[src/rtl/div_pkg.sv]
// Shared types and helpers for the sequential signed divider.
// Latency: n/a (declarations and a combinational helper only).
// Backpressure: n/a.
//
// Contents:
//   state_t  - FSM encoding (IDLE=00, CALC=01, SIGN=11; 10 is unused)
//   abs_w    - w-bit unsigned magnitude of a w-bit two's-complement value
package div_pkg;

    typedef enum logic [1:0] {
        IDLE = 2'b00,
        CALC = 2'b01,
        SIGN = 2'b11
    } state_t;

    // Operands are passed zero-extended to 64 bits together with their real
    // width w (1..64); the result is masked back to w bits, so the magnitude
    // of the most negative value (2^(w-1)) is still representable unsigned.
    function automatic logic [63:0] abs_w(input logic [63:0] x, input int w);
        logic [63:0] mask;
        logic [63:0] neg;
        mask = (w >= 64) ? {64{1'b1}} : ((64'd1 << w) - 64'd1);
        neg  = (~x + 64'd1) & mask;
        return x[6'(w - 1)] ? neg : (x & mask);
    endfunction

endpackage

[src/rtl/div_restore_step.sv]
// One restoring-division step: trial-subtract the divisor from the shifted partial remainder.
// Latency: purely combinational.
// Backpressure: none; evaluated every cycle, the caller decides when to register it.
//
// Ports:
//   pr_i     - current partial remainder (W+1 bits)
//   n_msb_i  - next dividend bit shifted into the partial remainder
//   mag_d_i  - divisor magnitude
//   pr_o     - next partial remainder
//   q_bit_o  - quotient bit produced by this step
module div_restore_step #(
    parameter int W = 8
) (
    input  logic [W:0]   pr_i,
    input  logic         n_msb_i,
    input  logic [W-1:0] mag_d_i,
    output logic [W:0]   pr_o,
    output logic         q_bit_o
);

    logic [W+1:0] shifted;
    logic [W+1:0] trial;

    // Carried one bit wider than the partial remainder so the sign of the
    // trial difference is unambiguous whatever the partial remainder holds.
    assign shifted = {pr_i, n_msb_i};
    assign trial   = shifted - {2'b00, mag_d_i};

    assign q_bit_o = ~trial[W+1];
    assign pr_o    = q_bit_o ? trial[W:0] : shifted[W:0];

endmodule

[src/rtl/signed_div_fsm.sv]
// Sequential radix-2 signed divider (truncating; remainder takes the dividend's sign).
// Latency: done pulses DATAWIDTH+1 edges after the accepting edge, for every operand pair.
// Backpressure: en is only sampled in IDLE; requests while busy are dropped, not queued.
//
// Ports:
//   clk, rstn          - clock, asynchronous active-low reset
//   en                 - start request, accepted in IDLE together with dividend/divisor
//   busy               - high while an operation is in flight
//   done               - one-cycle pulse, quotient/remainder/div_by_zero valid while high
//   quotient/remainder - signed results, held until the next done
//   div_by_zero        - qualifies the held result
module signed_div_fsm
    import div_pkg::*;
#(
    parameter int DATAWIDTH = 8
) (
    input  logic                 clk,
    input  logic                 rstn,
    input  logic                 en,
    input  logic [DATAWIDTH-1:0] dividend,
    input  logic [DATAWIDTH-1:0] divisor,
    output logic                 busy,
    output logic                 done,
    output logic [DATAWIDTH-1:0] quotient,
    output logic [DATAWIDTH-1:0] remainder,
    output logic                 div_by_zero
);

    localparam int W  = DATAWIDTH;
    localparam int CW = $clog2(DATAWIDTH) + 1;

    state_t         state_q, state_d;
    logic [W-1:0]   mag_n_q;     // dividend magnitude, becomes the quotient magnitude
    logic [W-1:0]   mag_d_q;
    logic [W-1:0]   dividend_q;  // kept verbatim for the divide-by-zero remainder
    logic [W:0]     pr_q;
    logic [CW-1:0]  iter_q;
    logic           neg_q_q;
    logic           neg_r_q;
    logic           dz_q;
    logic           done_q;
    logic [W-1:0]   quotient_q;
    logic [W-1:0]   remainder_q;
    logic           div_by_zero_q;

    logic [W:0]     pr_step;
    logic           q_bit;
    logic           last_iter;

    div_restore_step #(.W(W)) u_step (
        .pr_i    (pr_q),
        .n_msb_i (mag_n_q[W-1]),
        .mag_d_i (mag_d_q),
        .pr_o    (pr_step),
        .q_bit_o (q_bit)
    );

    assign last_iter = (iter_q == CW'(W - 1));

    // Anything unrecognised (the spare 2'b10 encoding) falls back to IDLE.
    always_comb begin
        state_d = IDLE;
        case (state_q)
            IDLE:    state_d = en ? CALC : IDLE;
            CALC:    state_d = last_iter ? SIGN : CALC;
            SIGN:    state_d = IDLE;
            default: state_d = IDLE;
        endcase
    end

    assign busy        = (state_q != IDLE);
    assign done        = done_q;
    assign quotient    = quotient_q;
    assign remainder   = remainder_q;
    assign div_by_zero = div_by_zero_q;

    always_ff @(posedge clk or negedge rstn) begin
        if (!rstn) begin
            state_q       <= IDLE;
            mag_n_q       <= '0;
            mag_d_q       <= '0;
            dividend_q    <= '0;
            pr_q          <= '0;
            iter_q        <= '0;
            neg_q_q       <= 1'b0;
            neg_r_q       <= 1'b0;
            dz_q          <= 1'b0;
            done_q        <= 1'b0;
            quotient_q    <= '0;
            remainder_q   <= '0;
            div_by_zero_q <= 1'b0;
        end else begin
            state_q <= state_d;
            case (state_q)
                IDLE: begin
                    done_q <= 1'b0;
                    if (en) begin
                        mag_n_q    <= W'(abs_w(64'(dividend), W));
                        mag_d_q    <= W'(abs_w(64'(divisor), W));
                        dividend_q <= dividend;
                        neg_q_q    <= dividend[W-1] ^ divisor[W-1];
                        neg_r_q    <= dividend[W-1];
                        dz_q       <= (divisor == '0);
                        pr_q       <= '0;
                        iter_q     <= '0;
                    end
                end
                CALC: begin
                    // mag_n doubles as the quotient shift register: dividend
                    // bits leave at the top while quotient bits enter below.
                    pr_q    <= pr_step;
                    mag_n_q <= {mag_n_q[W-2:0], q_bit};
                    iter_q  <= iter_q + CW'(1);
                end
                SIGN: begin
                    done_q        <= 1'b1;
                    div_by_zero_q <= dz_q;
                    // Divide-by-zero results are forced so they never depend
                    // on what the datapath happened to compute.
                    quotient_q    <= dz_q ? '1
                                   : (neg_q_q ? W'(-mag_n_q) : mag_n_q);
                    remainder_q   <= dz_q ? dividend_q
                                   : (neg_r_q ? W'(-pr_q[W-1:0]) : pr_q[W-1:0]);
                end
                default: begin
                    done_q <= 1'b0;
                end
            endcase
        end
    end

endmodule

[config.mk]
export PLATFORM = sky130hd
export DESIGN_NAME = signed_div_fsm
export DESIGN_NICKNAME = d
export VERILOG_FILES = /design/src/rtl/div_pkg.sv /design/src/rtl/div_restore_step.sv /design/src/rtl/signed_div_fsm.sv
export SDC_FILE = /design/constraint.sdc
export NUM_CORES = 1
export LEC_CHECK = 0
export CORE_ASPECT_RATIO = 0.75
export CORE_UTILIZATION = 50
export CTS_CLUSTER_DIAMETER = 40
export CTS_CLUSTER_SIZE = 28
export DETAILED_ROUTE_END_ITERATION = 16
export PLACE_DENSITY = 0.7
export SYNTH_ARGS = -nofsm -noshare
export SYNTH_HDL_FRONTEND = slang
export SYNTH_HIERARCHICAL = 1
export SYNTH_SLANG_ARGS = --single-unit
[constraint.sdc]
create_clock -name clk -period 2.6 [get_ports clk]
set_input_delay 0.26 -clock clk [delete_from_list [all_inputs] [get_ports clk]]
set_output_delay 0.26 -clock clk [all_outputs]
set_load 0.05 [all_outputs]
After elaboration in Yosys (flattened, before gate mapping) --
Cells that the tools add are included.
Cells by class: reductions and logical operators 6, bitwise operators 4, equality and inequality tests 4, multiplexer cells 17, add/sub/neg operators 6
Operators with widths (number):
- 8-bit two-way mux | 7
- 9-bit two-way mux | 2
- 9-bit case mux with 2 select lines | 1
- 8-bit by 1-bit adder with 8-bit output (second input constant) | 2
- 8-bit negator | 2
- 8-bit inverter | 2
- 8-bit case mux with 2 select lines | 1
- 10-bit by 8-bit subtractor with 10-bit output | 1
- 8-bit logical NOT | 1
- 4-bit case mux with 2 select lines | 1
- 4-bit by 1-bit adder with 4-bit output (second input constant) | 1
- 4-bit by 3-bit equality test with 1-bit output (second input constant) | 1
- 4-bit two-way mux | 1
- 2-bit case mux with 2 select lines | 1
- 2-bit AND reduction | 2
- 2-bit nonzero test | 2
- 2-bit by 1-bit equality test with 1-bit output (second input constant) | 1
- 2-bit equality test (second input constant) | 1
- 2-bit logical NOT | 1
- 2-bit two-way mux | 1
- 2-bit != test (second input constant) | 1
- 1-bit case mux with 2 select lines | 1
- 1-bit two-way mux | 1
- 1-bit inverter | 1
- 1-bit XOR | 1
Storage, ports and cells: logic and storage cells 50, bits of input ports 19, output and inout bits 19, register bits after elaboration 60

Longest topological paths before layout --
depth in word-level cells 5, depth in mapped cells 10, depth with buffers taken out 10

Modules after synthesis --
The synthesis kept the hierarchy.
By module, submodules not included:
- signed_div_fsm | sequential area each 1476.4 um^2, cells an instance 313, times used 1, area each 2927.8 um^2
- div_restore_step | sequential area each 0.0 um^2, cells an instance 72, times used 1, area each 565.5 um^2

Worst setup path before layout --
Ideal clock, no wire load.
path kind flip-flop to flip-flop, from reg mag_n_q[7], to reg pr_q[8], clock period less this slack 2173 ps, path buffers 0, setup slack 427 ps, setup time 117 ps, required time 2483 ps, stages on the path, launching flop included 11, arrival 2056 ps, path through dfrtp_1 inv_1 ha_1 fa_1 nand2b_1 a2111oi_0 nor2_1 or4b_1 nand3_1 nand2_1 nand2_1
On the way: word-level cells in the longest chain between the ends 3
RTL lines:
- start: declaration | RTL line signed_div_fsm.sv:33 | logic [W-1:0] mag_n_q;
- start signal: assignment | RTL line signed_div_fsm.sv:98 | mag_n_q <= W'(abs_w(64'(dividend), W));
- start signal: assignment | RTL line signed_div_fsm.sv:112 | mag_n_q <= {mag_n_q[W-2:0], q_bit};
- 10-bit by 8-bit subtractor with 10-bit output | RTL line div_restore_step.sv:27 | assign trial = shifted - {2'b00, mag_d_i};
- 9-bit two-way mux | RTL line div_restore_step.sv:30 | assign pr_o = q_bit_o ? trial[W:0] : shifted[W:0];
- net pr_step[8] | RTL line signed_div_fsm.sv:46 | logic [W:0] pr_step;
- 9-bit case mux with 2 select lines | RTL line signed_div_fsm.sv:94 | case (state_q)
- end signal: assignment | RTL line signed_div_fsm.sv:111 | pr_q <= pr_step;
- end: declaration | RTL line signed_div_fsm.sv:36 | logic [W:0] pr_q;
The timed path passes the listed nets, and every way through them passes these cells. A chain may end at the register's enable or synchronous reset.

Worst setup path in the final report --
from reg pr_q[3], to reg pr_q[6]
On the way: word-level cells in the longest chain between the ends 3
RTL lines (RTL line):
- 10-bit by 8-bit subtractor with 10-bit output | div_restore_step.sv:27
- 9-bit two-way mux | div_restore_step.sv:30
- net pr_step[6] | signed_div_fsm.sv:46
- 9-bit case mux with 2 select lines | signed_div_fsm.sv:94
The timed path passes the listed nets, and every way through them passes these cells.

==> flow_summary.ini <==
[sta]
finalSetupViolations = 0
fmax_ghz = 0.411
post-route-min-period_ns = 2.43
period_share_pct = 93.5
tightest_slew_ns = 0.622
hold_viol = 0
rsz0062_at_grt = false
tns_ns = 0
relSlewSlack_pct = 58.6
clock_skew_ns = 0.00773
slew_viol_final = 0

[die]
start_util_pct = 53.7
rows = 25
die_y_um = 74.4
fp.dieW_um = 98.5
die_area_um2 = 7330
ios = 38
core-area_um2 = 6510

[clock_tree]
htree_levels = 3
cts_made_buffers = 9
clock_latency_ns = 0.34
cts_root_buffer = clkbuf_8
cts_setup_buffers = 0
cts_tree = built
clk_path_buf_depth = 2
cts.sinks = 59
path_clk_slew_ns = 0.07

[yosys]
yosys.area_share.simple_pct = 20.8
yosys.area_share.adder_pct = 5.23
syn_avg_cell_area_um2 = 9.07
yosysWarnings = 6
netlist_area_um2 = 3490
synth-compound-area-share_pct = 15.8
seq_area_frac_synth_pct = 42.3
synth_edf_count = 0
async_flop_share_pct = 100
synthFlopType = dfrtp_1
yosys.area_share.xor_xnor_pct = 6.27
synth_top_family_by_area = simple AND/OR/NAND/NOR gates
synthMuxAreaShare_pct = 5.01
netlist-cell-type-count = 54
syn_inst = 385
syn_nets = 418
ys_ff_latch = 59

[run_status]
outcome = complete, but fails checks
violations = design-rule violations

[job]
maxCapViolations = 0

[finish]
final_cell_mix = nand2_1 (63), dfrtp_1 (59), clkdlybuf4s50_1 (36), o21ai_0 (30), nor2_1 (26)
num_antenna_cells = 0
drive_above_1_share_pct = 9.81
area_growth_pct = 19.5
final_nets = 456
layout_commonest_cell = nand2_1

[worst_setup_path]
arrival_ns = 2.66
crit_type = flop to flop
cp_max_fo = 8
cpPeakStageDelay_ns = 0.45
cpMaxStageDelayCell = dfrtp_1
end_kind = flop
crit_chain = ha_1, a21oi_1, nand2_1, o211a_1, a211o_1, mux2_4, nand2_1, nand2_1
path_buf_inv = 0
path_common_cell = nand2_1
r2r_slack_ns = 0.17
cp-start-kind = flop
path_delay_family = compound AO/OA/AOI/OAI gates
worstPathRequired_ns = 2.83

[routing]
routed_via_density = 5.54
drtAntennaViolNets = 0
wl_per_cell_um = 15.1
drc = 3
drtPass1Iterations = 13
wl_um = 7700
initialDrtViolationCount = 227
routed-via-count = 2820

[global_route]
grt_start_max_net_pins = 60
gr-usage-all-layers_pct = 23.1
grt_pass1_vias = 2590
grt_antenna_before_repair = 0
gr-total-overflow = 0
grt_pass1_wl_um = 12800

[pwr]
p_leak_nw = 1.91
ir_worst_vdd_uv = 620
p_per_area_nw_per_um2 = 1520
finalPower_w = 0.00633

[placement]
place_hpwl_um = 5620
port_buffers = 37
globalplace.congestion = 0.869

[hold_path]
min-delay-path-class = primary input to async pin
[synth_stat cells, drive strengths merged, types with 2 or more instances]
library cell,count,share of area (%)
nor3b,3,0.79
a211oi,2,0.79
or4,3,0.64
or3b,4,1.0
o31ai,9,1.9
o21a,3,0.64
buf,11,1.7
nand3,17,2.4
clkbuf,7,0.75
o21ai,31,4.5
nand4,3,0.54
nand2b,4,0.93
nand2,64,6.9
nor4,2,0.36
inv,20,2.1
or2,3,0.54
o41ai,2,1.0
ha,13,4.7
xor2,15,3.8
nor2b,5,0.90
dfrtp,59,42
a22oi,5,1.1
a21oi,18,2.7
nor2,26,2.8
a31oi,3,0.54
a21boi,5,1.1
mux2,5,2.1
xnor2,10,2.5
and3,4,0.72
mux2i,10,2.9
nor3,6,0.86
and2,3,0.54
[stage by stage]
stage | util [%] | setup WS, ns | cell area (um2) | hold slack [ns] | std cells
detailed placement | 60.7 | 0.204 | 3950 | 0.291 | 492
global placement | 60.7 | 0.287 | 3950 | 0.292 | 492
finish | 64.2 | 0.169 | 4180 | 0.457 | 509
global route | 64.2 | 0.0128 | 4180 | 0.484 | 509
floorplan | - | 0.427 | 3490 | -0.0356 | 385
CTS | 64.2 | 0.192 | 4170 | 0.463 | 509
[registers in the layout, summed over array words and instances (netlist names)]
signal	count
div_by_zero	1
quotient	8
mag_n_q	8
neg_q_q	1
state_q	2
mag_d_q	8
iter_q	4
dividend_q	8
pr_q	9
done	1
dz_q	1
remainder	8
[routing by layer]
layer | vias up | track usage [%] | part of all wire [%]
li1 | 1413 | - | -
met1 | 1315 | 33.0 | 50
met2 | 83 | 34.9 | 43
met3 | 9 | 5.17 | 5.4
met4 | 0 | 7.96 | 1.2
met5 | - | 0 | 0
[repair_timing]
item | 4_1_cts | 5_1_grt
hold buffers | 1 | 0
endpoints found under the hold margin | 59 | 0
resized for setup | 0 | 1
endpoints found under the setup margin | 0 | 1
[final cells by class]
| type | count | area, um2 |
|---|---|---|
| Fill cell | 574 | 2330 |
| Clock inverter | 4 | 47.5 |
| Clock buffer | 12 | 165 |
| Multi-Input combinational cell | 288 | 1860 |
| Timing Repair Buffer | 45 | 453 |
| Sequential cell | 59 | 1480 |
| Inverter | 20 | 75.1 |
| Tap cell | 81 | 101 |
[logic make-up after synthesis]
logic type / Yosys count
AOI/OAI and AO/OA: 84
xor gates and xnor gates: 25
adders and majority gates: 14
muxes: 15
DFF: 59
buffers and inverters: 38
and+or+nand+nor: 150
[where the power goes]
part	total, W	internal [W]	switching, W
clock	0.000880	0.000517	0.000363
combinational	0.00367	0.00156	0.00211
sequential	0.00178	0.00137	0.000418
[worst reg2reg max path, cell delays in order (launching register included)]
cell and delay [ns]:
dfrtp_1 0.45, ha_1 0.41, a21oi_1 0.18, nand2_1 0.11, o211a_1 0.22, a211o_1 0.45, mux2_4 0.37, nand2_1 0.07
nand2_1 0.05
[path summary, 6_finish.rpt]
check / startpoint / endpoint / cells past startpoint
max: pr_q[3] / pr_q[6] / 8
min: rstn / remainder[6] / 3
max reg2reg: pr_q[3] / pr_q[6] / 8
min reg2reg: iter_q[3] / state_q[1] / 1
max in group asynchronous: rstn / mag_d_q[3] / 3
min in group clk: iter_q[3] / state_q[1] / 1
(Power assumes the default switching activity.)
